<file path="config.mk">
export PLATFORM = sky130hd
export DESIGN_NAME = hd44780_responder
export DESIGN_NICKNAME = d
export VERILOG_FILES = /design/src/rtl/hd44780_responder.sv
export SDC_FILE = /design/constraint.sdc
export NUM_CORES = 1
export LEC_CHECK = 0
export BUFFER_PORTS_ARGS = -buffer_cell sky130_fd_sc_hd__clkbuf_2
export CORE_ASPECT_RATIO = 0.75
export CORE_MARGIN = 2
export CORE_UTILIZATION = 35
export CTS_BUF_LIST = sky130_fd_sc_hd__clkbuf_2 sky130_fd_sc_hd__clkbuf_4 sky130_fd_sc_hd__clkbuf_8
export CTS_CLUSTER_DIAMETER = 150
export DETAILED_ROUTE_END_ITERATION = 10
export SLEW_MARGIN = 15
export SYNTH_ARGS = -nofsm -noshare
export SYNTH_HDL_FRONTEND = slang
export SYNTH_SLANG_ARGS = --single-unit
export TNS_END_PERCENT = 100
</file>
<file path="constraint.sdc">
create_clock -name clk -period 9.68 [get_ports clk]
set_input_delay 0.484 -clock clk [delete_from_list [all_inputs] [get_ports clk]]
set_output_delay 0.484 -clock clk [all_outputs]
set_load 0.005 [all_outputs]
</file>
<file path="src/rtl/hd44780_responder.sv">
`timescale 1ns/1ps
`default_nettype none
//------------------------------------------------------------------------------
// Module : hd44780_responder
// HD44780-style LCD bus responder: 32-char DDRAM buffer, busy flag, address
// counter. Define HD44780_RESP_READ_EN to support bus read cycles.
// Rev    : 1.0  initial release
//------------------------------------------------------------------------------
module hd44780_responder #(
  parameter int CMD_CYCLES   = 2000,
  parameter int CLEAR_CYCLES = 76500
) (
  input  logic       clk,
  input  logic       reset,
  input  logic       e,
  input  logic       rs,
  input  logic       rw,
  input  logic [7:0] data_in,
  output logic [7:0] data_out,
  output logic       data_oe,
  output logic       busy,
  output logic [6:0] addr,
  output logic       disp_on,
  output logic       cursor_on,
  output logic       blink_on,
  output logic       cmd_strobe,
  output logic [7:0] cmd_byte,
  output logic       err,
  input  logic [4:0] rd_idx,
  output logic [7:0] rd_char
);

  localparam int              CW          = $clog2(CLEAR_CYCLES + 1);
  localparam logic [CW-1:0]   c_CMD_LOAD  = CW'(CMD_CYCLES - 1);
  localparam logic [CW-1:0]   c_HOME_LOAD = CW'(CLEAR_CYCLES - 1);
  localparam logic [CW-1:0]   c_CLR_LOAD  = CW'(CLEAR_CYCLES - 33);
  localparam logic [7:0]      c_SPACE     = 8'h20;

  typedef enum logic [1:0] {
    S_INIT     = 2'd0,
    S_IDLE     = 2'd1,
    S_BUSY     = 2'd2,
    S_CLEARING = 2'd3
  } state_t;

  logic       r_e_s1, r_e_s2, r_e_d;
  logic       r_rs_s1, r_rs_s2, r_rw_s1, r_rw_s2;
  logic [7:0] r_d_s1, r_d_s2;
  logic       r_rs_cap, r_rw_cap;
  logic [7:0] r_d_cap;
  logic       r_strobe;

  state_t     r_state;
  logic [4:0] r_fill;
  logic [CW-1:0] r_cnt;
  logic [6:0] r_ac;
  logic       r_inc;
  logic       r_busy;
  logic [7:0] r_buf [0:31];

  logic [4:0] w_idx;
  logic [6:0] w_ac_next;
  logic       w_addr_ok;
  logic       w_fall;

  assign w_idx     = {r_ac[6], r_ac[3:0]};
  assign w_addr_ok = (r_d_cap[5:4] == 2'b00);
  assign w_fall    = r_e_d & ~r_e_s2;
  assign busy      = r_busy;
  assign addr      = r_ac;

  // AC walks the two 16-char lines as one 32-entry ring
  always_comb begin
    w_ac_next = r_ac;
    if (r_inc) begin
      if (r_ac == 7'h0F)      w_ac_next = 7'h40;
      else if (r_ac == 7'h4F) w_ac_next = 7'h00;
      else                    w_ac_next = r_ac + 7'd1;
    end else begin
      if (r_ac == 7'h00)      w_ac_next = 7'h4F;
      else if (r_ac == 7'h40) w_ac_next = 7'h0F;
      else                    w_ac_next = r_ac - 7'd1;
    end
  end

  always_ff @(posedge clk or posedge reset) begin
    if (reset) begin
      r_e_s1   <= 1'b0;  r_e_s2  <= 1'b0;  r_e_d   <= 1'b0;
      r_rs_s1  <= 1'b0;  r_rs_s2 <= 1'b0;
      r_rw_s1  <= 1'b0;  r_rw_s2 <= 1'b0;
      r_d_s1   <= 8'h00; r_d_s2  <= 8'h00;
      r_rs_cap <= 1'b0;  r_rw_cap <= 1'b0; r_d_cap <= 8'h00;
      r_strobe <= 1'b0;
    end else begin
      r_e_s1  <= e;       r_e_s2  <= r_e_s1;  r_e_d <= r_e_s2;
      r_rs_s1 <= rs;      r_rs_s2 <= r_rs_s1;
      r_rw_s1 <= rw;      r_rw_s2 <= r_rw_s1;
      r_d_s1  <= data_in; r_d_s2  <= r_d_s1;
      if (r_e_s2) begin
        r_rs_cap <= r_rs_s2;
        r_rw_cap <= r_rw_s2;
        r_d_cap  <= r_d_s2;
      end
      r_strobe <= w_fall;
    end
  end

  always_ff @(posedge clk or posedge reset) begin
    if (reset) begin
      r_state    <= S_INIT;
      r_fill     <= 5'd0;
      r_cnt      <= '0;
      r_ac       <= 7'h00;
      r_inc      <= 1'b1;
      r_busy     <= 1'b1;
      disp_on    <= 1'b0;
      cursor_on  <= 1'b0;
      blink_on   <= 1'b0;
      cmd_strobe <= 1'b0;
      cmd_byte   <= 8'h00;
      err        <= 1'b0;
      rd_char    <= 8'h00;
      for (int i = 0; i < 32; i++) r_buf[i] <= c_SPACE;
    end else begin
      cmd_strobe <= 1'b0;
      rd_char    <= r_buf[rd_idx];
      case (r_state)
        S_INIT: begin
          r_buf[r_fill] <= c_SPACE;
          r_fill        <= r_fill + 5'd1;
          if (r_fill == 5'd31) begin
            r_state <= S_IDLE;
            r_busy  <= 1'b0;
          end
        end
        S_CLEARING: begin
          r_buf[r_fill] <= c_SPACE;
          r_fill        <= r_fill + 5'd1;
          if (r_fill == 5'd31) begin
            r_state <= S_BUSY;
            r_cnt   <= c_CLR_LOAD;
          end
        end
        S_BUSY: begin
          if (r_cnt == '0) begin
            r_state <= S_IDLE;
            r_busy  <= 1'b0;
          end else begin
            r_cnt <= r_cnt - CW'(1);
          end
        end
        S_IDLE: begin
          if (r_strobe && !r_rw_cap) begin
            r_state <= S_BUSY;
            r_busy  <= 1'b1;
            r_cnt   <= c_CMD_LOAD;
            if (r_rs_cap) begin
              r_buf[w_idx] <= r_d_cap;
              r_ac         <= w_ac_next;
            end else begin
              cmd_strobe <= 1'b1;
              cmd_byte   <= r_d_cap;
              // Highest set bit selects the instruction
              if (r_d_cap[7]) begin
                if (w_addr_ok) r_ac <= r_d_cap[6:0];
                else           err  <= 1'b1;
              end else if (|r_d_cap[6:4]) begin
              end else if (r_d_cap[3]) begin
                disp_on   <= r_d_cap[2];
                cursor_on <= r_d_cap[1];
                blink_on  <= r_d_cap[0];
              end else if (r_d_cap[2]) begin
                r_inc <= r_d_cap[1];
              end else if (r_d_cap[1]) begin
                r_ac  <= 7'h00;
                r_cnt <= c_HOME_LOAD;
              end else if (r_d_cap[0]) begin
                r_ac    <= 7'h00;
                r_inc   <= 1'b1;
                r_fill  <= 5'd0;
                r_state <= S_CLEARING;
              end
            end
          end
        end
        default: r_state <= S_INIT;
      endcase

      if (r_strobe) begin
        if (!r_rw_cap) begin
          if (r_state != S_IDLE) err <= 1'b1;
        end else begin
`ifdef HD44780_RESP_READ_EN
          if (r_rs_cap) begin
            if (r_state != S_IDLE) err  <= 1'b1;
            else                   r_ac <= w_ac_next;
          end
`else
          err <= 1'b1;
`endif
        end
      end
    end
  end

`ifdef HD44780_RESP_READ_EN
  always_ff @(posedge clk or posedge reset) begin
    if (reset) begin
      data_oe  <= 1'b0;
      data_out <= 8'h00;
    end else if (r_e_s2 && r_rw_s2) begin
      data_oe  <= 1'b1;
      data_out <= r_rs_s2 ? r_buf[w_idx] : {r_busy, r_ac};
    end else begin
      data_oe  <= 1'b0;
      data_out <= 8'h00;
    end
  end
`else
  assign data_oe  = 1'b0;
  assign data_out = 8'h00;
`endif

endmodule
`default_nettype wire
</file>
# ---- Word-level counts from Yosys, hierarchy flattened
# Cells that the tools add are included.
# W data, S select, Z words.
dict set report word_totals {
  register_bits 344
  input_bits 18
  wordCells 202
}
dict set report classes {
  add_sub_neg 4
  order_cmp 5
  n_eq_ne 26
  mux 73
  bitwise 12
  n_reduce_logical 24
}
# cell n
set op_table {}
lappend op_table {{$mux W256} 2}
lappend op_table {{$pmux W256 S2} 1}
lappend op_table {{$bwmux W256} 1}
lappend op_table {{$and A224 B224 Y224} 1}
lappend op_table {{$not A224 Y224} 1}
lappend op_table {{$mux W17} 9}
lappend op_table {{$mux W7} 13}
lappend op_table {{$demux W8 S5} 2}
lappend op_table {{$pmux W17 S3} 1}
lappend op_table {{$bmux W8 S5} 1}
lappend op_table {{$mux W5} 8}
lappend op_table {{$mux W8} 4}
lappend op_table {{$or A32 B32 Y32} 1}
lappend op_table {{$ne A2 B2 Y1 const B} 13}
lappend op_table {{$mux W1} 24}
lappend op_table {{$ge A6 B6 Y1 const B} 3}
lappend op_table {{$not A5 Y6} 3}
lappend op_table {{$logic_not A17 Y1} 1}
lappend op_table {{$sub A17 B1 Y17 const B} 1}
lappend op_table {{$eq A7 B7 Y1 const B} 2}
lappend op_table {{$lt A6 B1 Y1 const B} 2}
lappend op_table {{$reduce_and A4 Y1} 3}
lappend op_table {{$pmux W5 S2} 1}
lappend op_table {{$ne A3 B2 Y1 const B} 3}
lappend op_table {{other kinds (28)} 43}

# ---- Longest topological paths before layout
# Gate-level depths: netlist of run 1.
dict set report logic_depth {
  word_depth 9
  mapped_depth 9
  mapped_depth_nobuf 8
}

# ---- Least setup slack after synthesis of run 1
# OpenSTA, ideal clock, no wires.
dict set report synth_timing {
  kind {reg-to-reg}
  from {register r_state[0]}
  to {register r_buf[16] in the netlist's numbering}
  setup_ns 0.121
  arrival_ns 2.101
  path_slack_ns 7.458
  stages_incl_launch_ff 9
  path_buffers 3
  period_less_slack_ns 2.222
  cell_sequence {dfrtp_1 inv_1 ha_1 clkbuf_1 o22ai_1 clkbuf_1 buf_1 nand2_1 a22o_1}
}
dict set report synth_between {
  elab_chain_len 4
  word_cells_on_any_way 9
}
# item line_no
set synth_rtl {}
lappend synth_rtl {{from (decl)} 53} ;# state_t r_state;
lappend synth_rtl {{from (signal assigned)} 110} ;# r_state <= S_INIT;
lappend synth_rtl {{from (signal assigned)} 132} ;# r_state <= S_IDLE;
lappend synth_rtl {{from (signal assigned)} 140} ;# r_state <= S_BUSY;
lappend synth_rtl {{$eq A2 B2 Y1 / $logic_not A2 Y1 (equally long branches)} 127} ;# case (r_state)
lappend synth_rtl {{$reduce_or A2 Y1 (no source line)} n/a}
lappend synth_rtl {{$reduce_bool A2 Y1 (no source line)} n/a}
lappend synth_rtl {{$reduce_and A3 Y1 (no source line)} n/a}
lappend synth_rtl {{to (signal, indexed assignment)} 129} ;# r_buf[r_fill] <= c_SPACE;
lappend synth_rtl {{to (signal, indexed assignment)} 137} ;# r_buf[r_fill] <= c_SPACE;
lappend synth_rtl {{to (signal, indexed assignment)} 158} ;# r_buf[w_idx] <= r_d_cap;
lappend synth_rtl {{to (decl)} 59} ;# logic [7:0] r_buf [0:31];
# Several ways; a longest one is shown, not always the timed one.
# A chain may end at the register's enable or synchronous reset.

# ---- Final worst setup path of run 1
dict set report layout_timing {
  from {register r_state[1]}
  to {register r_buf[3] in the netlist's numbering}
}
# Same word-level chain as after synthesis.

==> results.md, run 1 <==
- Outcome: complete, no violations
- Top_reg_cell synth: dfrtp_1
- Final Max Slew Viols: 0
- PostCTS Resize Cnt: 0
- GP Congestion: 0.859
- Count of final setup violators: 0
- Critical Path RT: 10220 ps
- Core Area: 44700 sq um
- H-tree Lvls: 2
- CTS clk-pin slew, worst paths: 70 ps
- Drt pass-1 iters: 6
- Pin count of the biggest net entering global routing: 185
- Fraction of layout cells with a size suffix above 1: between 20% and 30%
- Total power: approximately 4 mW
- RSZ-0062 raised after global routing: false
- Hold Path Class: input port to asynchronous set/reset pin
- Tcrit/Tclk final: 37.5%
- Std cell rows: 67
- Worst-margin pin slew: 1180 ps
- Synthesized flop and latch total: 344
- Top Ports: 56
- CTS root buf: clkbuf_8
- First-pass GRT wire length: roughly 71 mm
- Crit path launch type: register
- Storage element area: approximately 8700 sq um
- Post-Syn Instances: ~1400
- Antenna Cells: 0
- Vias in the first global route: 11689
- Lkg Pwr: a little under 8 nW
- Final wirelength: 45.0 mm
- Area contributors post-synth: dfrtp_1 49%, a22o_1 13%, mux4_2 5.7%, dfstp_2 5.6%, mux2_2 3.5%
- Netlist cell types: 63
- Achievable Freq: around 280 MHz
- Grt ovf: 0
- WP data arrival: about 4200 ps
- NumNets Final: 1421
- Power density over the cells: 224 nW/um^2
- Sink Count: around 340
- DRC Markers: 0
- P&R area growth vs syn: 12.4%
- Inserted Clock Buffers: 53
- CP Max Fanout: 21
- 1st-iter DRT viols: 1163
- Most common cell after layout, fill and taps aside: dfrtp_1
- Drt wl/cell: about 22 um
- Worst setup EP type: register
- CTS Hold Buffers Added: 11
- Most frequent cells in the layout: 310 x dfrtp_1, 227 x a22o_1, 90 x nor2_1
- Cell area after synthesis: 15800 sq um
- Vias: 11849
- Tmin final: about 3600 ps
- Max Cap Viol: 0
- Clock Latency Late Sink: 620 ps
- TritonCTS clock tree: yes
- Clk_skew: approximately 20 ps
- Max_slew headroom: a little over a fifth
- Final hold violation count: 0
- Die Ht: 188 um
- Number of synthesized flops with an enable pin: 0
- Syn avg cell area: roughly 12 sq um
- Setup TNS: 0 ps
- Post-detail-place hpwl: 28.0 mm
- I/O Buffers: 46
- Drt via density: 5.87
- Setup bufs post-CTS: 0
- Multi-input logic area: 6670 sq um
- Sequential fraction of the synthesis area: 54.6%
- Async set-or-reset flop fraction in the synthesized netlist: 100%
- Bufs on Longest Clock Path: 3
- Fill cells: 4304
- Ys Warns: 0
- Synth area leader: dfrtp_1
- Synth top area share: 48.9%
- Initial antenna violation count: 0
- Die Area: 47000 sq um
- Routed Antenna Nets: 0
- Worst IR Drop VDD: between 0.1 and 0.15 mV
- GRT Overall Usage: 19.2%
- Initial Utilization: between 30 and 40%
- Die width: 250 um
- Setup CP Type: register to register
worst max-delay path, stage by stage (launching register included):
cell and delay [ps]:
dfrtp_1 410, inv_1 110, ha_1 700, nand3b_1 360, nor2_1 370, nand2_1 630, nor2_1 750, a22o_1 230
path summary, 6_finish.rpt:
kind                       startpoint    endpoint  slack, ps  cells past startpoint
min                             reset    r_cnt[9]        110                      3
min reg2reg                   r_rw_s1     r_rw_s2        340                      0
max reg2reg                r_state[1]    r_buf[3]       6050                      7
min in group clk              r_rw_s1     r_rw_s2        340                      0
max                        r_state[1]    r_buf[3]       6050                      7
max in group asynchronous       reset  r_buf[148]       8120                      4
power breakdown:
group	internal [mW]	switching [mW]	total, mW
combinational	0.324	0.686	1.01
sequential	1.54	0.132	1.68
clock	0.719	0.585	1.30
total	2.59	1.40	3.99
cells in the mapped netlist, drive strengths merged, types with 2 or more instances:
| library cell | instances |
|---|---|
| a211oi | 18 |
| a21boi | 3 |
| a21o | 4 |
| a21oi | 68 |
| a22o | 227 |
| a22oi | 16 |
| a311o | 2 |
| a31o | 2 |
| a31oi | 13 |
| a32o | 5 |
| and3 | 3 |
| buf | 35 |
| clkbuf | 68 |
| dfrtp | 310 |
| dfstp | 34 |
| ha | 16 |
| inv | 36 |
| mux2 | 49 |
| mux2i | 11 |
| mux4 | 40 |
| nand2 | 80 |
| nand2b | 3 |
| nand3 | 18 |
| nand3b | 6 |
| nand4 | 3 |
| nor2 | 90 |
| nor2b | 17 |
| nor3 | 53 |
| nor3b | 3 |
| nor4 | 2 |
| o211ai | 4 |
| o21ai | 28 |
| o22ai | 49 |
| o31ai | 9 |
| or2 | 2 |
| or3 | 5 |
| or3b | 2 |
| xor2 | 4 |
flip-flops by register name (all words and copies together) (netlist names), 2 cells and up:
name and cells:
cmd_byte 8, rd_char 8, r_d_s2 8, r_d_s1 8
addr 7, r_state 2, r_cnt 17, r_fill 5
r_buf 256, r_d_cap 8
stage by stage:
| step | util, % | setup slack (ps) | area [sq um] | hold WS, ps | std cells |
|---|---|---|---|---|---|
| 5_1_grt | 39.9 | 5730 | 17800 | 210 | 2017 |
| 3_3_place_gp | 37.0 | 6270 | 16600 | 335 | 1907 |
| 4_1_cts | 39.9 | 6150 | 17800 | 200 | 2017 |
| 6_report | 39.9 | 6050 | 17800 | 115 | 2017 |
| 2_1_floorplan | - | 4620 | 15900 | 331 | 1364 |
| 3_5_place_dp | 37.0 | 6170 | 16600 | 336 | 1907 |
final cells by class:
type | count | share of cell area, %
flip-flops and latches | 344 | 48.6
multi-input cells | 881 | 37.5
clock buffers | 91 | 5.98
well taps | 586 | 4.12
repair buffers | 71 | 2.65
inverters | 36 | 0.779
clock inverters | 8 | 0.463
kinds of logic (layout without fill, tap and decap cells):
group	count (synthesis)	after routing	share of synthesized area, %
compound gates	457	457	21.6
flops	344	344	54.6
simple gates	294	294	8.72
buf+inv	139	206	3.62
mux	100	100	9.86
fa+ha+maj	16	16	1.26
xor+xnor	5	5	0.276
other cells	1	9	0.0237
per-layer routing:
metal	vias up	global-route usage, %	share of wire, %
met4	0	5.89	2.5
li1	5186	-	-
met3	86	5.28	8.9
met1	6088	29.1	47
met2	489	26.5	42
met5	-	0	0
No activity file was read; power rests on OpenSTA's default activity.
==> run 2: changes to the inputs <==
clock period = 3.3 ns   (was 9.68 ns; I/O delays follow)
==> run 2 against run 1 <==
Global-route usage hardly changed. Critical path depth is 1 higher. Largest cell class unchanged. Combinational power grew to 3.0 times the previous value.
==> results.md, run 2 (synthesis gave the netlist of run 1 again) <==
- H-tree Lvls: 2 (unchanged)
- Post-detail-place hpwl: 29.3 mm (+4.4%)
- Reg2reg start: r_state[1]
- P&R area growth vs syn: 15.1%
- Final hold violation count: 0 (unchanged)
- Inserted Clock Buffers: 56 (+5.7%)
- Tcrit/Tclk final: 83.8% (+46 points)
- Max_slew headroom: 18.6% (-2.5 points)
- GP Congestion: 0.876 (+1.9%)
- Clock Latency Late Sink: 660 ps (+40 ps)
- Tmin final: 2760 ps (-863 ps)
- Sequential Power Share: 39.8% (-2.2 points)
- Crit path launch type: register
- Pin count of the biggest net entering global routing: 113 (-39%)
- Core Area: 44700 sq um (unchanged)
- Largest registers: r_buf: 256 flops, r_cnt: 17 flops
- CTS root buf: clkbuf_8
- Crit-path max cell delay: 440 ps (-310 ps)
- Critical Path RT: 3850 ps (-6370 ps)
- Slowest cell on crit path: nor2_1
- Final Max Slew Viols: 0 (unchanged)
- Clock network fraction of total power: 35.6% (+2.9 points)
- Max Cap Viol: 0 (unchanged)
- NumNets Final: 1451 (+2.1%)
- Die width: 250 um (unchanged)
- Drt wl/cell: 22.1 um (-1.1%)
- Fraction of layout cells with a size suffix above 1: 22.4% (+1.7 points)
- First-pass GRT wire length: 72.0 mm (+1.2%)
- Logic pwr share: 24.7% (-0.6 points)
- Outcome: complete, no violations
- Total power: 12.3 mW (+210%)
- Achievable Freq: 362 MHz (+31%)
- R2R Setup Slk: 540 ps (-5520 ps)
- Final wirelength: 45.2 mm (+0.60%)
- I/O Buffers: 46 (unchanged)
- Vias: 11957 (+0.91%)
- Count of final setup violators: 0 (unchanged)
- Routed Antenna Nets: 0 (unchanged)
- Hold_ws: 161 ps (+45.5 ps)
- Bufs on Longest Clock Path: 3 (unchanged)
- Worst setup EP type: register
- Hold Path Class: input port to asynchronous set/reset pin
- Lkg Pwr: 8.16 nW (+2.8%)
- Most frequent cells in the layout: 310 x dfrtp_1, 227 x a22o_1, 90 x nor2_1
- Reg with most FFs: r_buf
- Top Ports: 56 (unchanged)
- Max FFs per register: 256 (unchanged)
- Antenna Cells: 0 (unchanged)
- Crit path launch: r_state[1]
- Fin cells: 2051 (+1.7%)
- Die Area: 47000 sq um (unchanged)
- Setup TNS: 0 ps (unchanged)
- RSZ-0062 raised after global routing: false
- Std cell rows: 67 (unchanged)
- Die Ht: 188 um (unchanged)
- Initial Utilization: 35.5% (unchanged)
- Net Switching: 4.20 mW (+200%)
- Drt pass-1 iters: 5 (-1)
- Power density over the cells: 672 nW/um^2 (+200%)
- Grt ovf: 0 (unchanged)
- Most common cell after layout, fill and taps aside: dfrtp_1
- Most used cell, CP: nor2_1
- Final worst setup slack: 536 ps (-5520 ps)
- Sink Count: 344 (unchanged)
- Setup WS pre-CTS: 651 ps (-5520 ps)
- CTS clk-pin slew, worst paths: 70 ps (about the same)
- Setup CP Type: register to register
- TritonCTS clock tree: yes
- CP Max Fanout: 10 (-52%)
- WP data arrival: 3310 ps (-860 ps)
- Internal: 8.06 mW (+210%)
- Worst-margin pin slew: 1210 ps (+29.5 ps)
- Drt via density: 5.83 (-0.76%)
- Crit-path cells: inv_1, ha_1, nand3b_1, nor2_1, nand2_1, buf_4, nor2_1, a22o_1
- 1st-iter DRT viols: 1351 (+16%)
- Initial antenna violation count: 0 (unchanged)
- GRT Overall Usage: 19.2% (about the same)
- Vias in the first global route: 12026 (+2.9%)
- Reg-to-Reg End: r_buf[88]
- DRC Markers: 0 (unchanged)
- Placed Cells: 1933 (+1.4%)
- Reg2Reg Depth: 8 (+1)
- Worst IR Drop VDD: 0.409 mV (+200%)
- Sw frac: 34.2% (-0.91 points)
- Clk_skew: 53.3 ps (+33.6 ps)
==> run 2: cell types whose count changed in the layout (fill, tap and decap cells not counted), sizes merged <==
cell	change
buf	+26
bufinv	+4
clkbuf	-4
clkinv	+4
clkinvlp	+1
dlygate4sd3	+1
inv	+2
==> run 2: cell type report <==
| cell class | count | area, sq um |
|---|---|---|
| well taps | 586 | 733 |
| multi-input cells | 881 | 6670 |
| fillers | 4184 | 26400 |
| inverters | 36 | 139 |
| flip-flops and latches | 344 | 8650 |
| clock buffers | 87 | 1080 |
| repair buffers | 98 | 716 |
| clock inverters | 19 | 251 |
==> run 2: stage by stage <==
stage	cell area, sq um	utilization, %
after floorplan	15900	-
after global placement	16800	37.6
after detailed placement	16800	37.6
after CTS	18200	40.8
after global routing	18200	40.8
final	18200	40.8
==> run 2: how the worst max path moves through the flow <==
stage | endpoint | slack [ps] | depth (start not counted)
after detailed placement | r_buf[57] | 650 | 8
after floorplan | addr[0] | -1440 | 1
final | r_buf[88] | 540 | 8
after global routing | r_buf[90] | 410 | 8
after global placement | r_buf[88] | 740 | 8
after CTS | r_buf[90] | 610 | 8
==> run 2: timing repair <==
action / 4_1_cts / 5_1_grt
gates resized for setup: 0 / 0
hold endpoints to repair: 31 / 0
hold buffers: 12 / 0
setup buffers: 0 / 0
==> run 2: worst max-delay path: cells and delay by family, from the launching register on <==
family / cells / cell delay (ps)
simple gates: 4 / 1440
buf+inv: 2 / 440
flops: 1 / 420
compound gates: 1 / 210
fa+ha+maj: 1 / 170
==> run 2: metal layers <==
layer | GRT usage (%) | up-vias | wire length (um)
met5 | 0 | - | 0
met4 | 5.03 | 0 | 787
met3 | 4.10 | 73 | 3450
met2 | 27.8 | 447 | 19600
met1 | 29.1 | 6168 | 21400
li1 | - | 5269 | -
==> run 2: power by group through the flow <==
| stage | Sequential (mW) | Combinational [mW] | Clock (mW) |
|---|---|---|---|
| after global routing | 4.92 | 3.33 | 4.66 |
| final | 4.87 | 3.02 | 4.36 |
| after CTS | 4.86 | 2.99 | 4.45 |
| after floorplan | 4.80 | 2.14 | 0 |
| after detailed placement | 4.93 | 2.97 | 0 |
| after global placement | 4.93 | 2.93 | 0 |
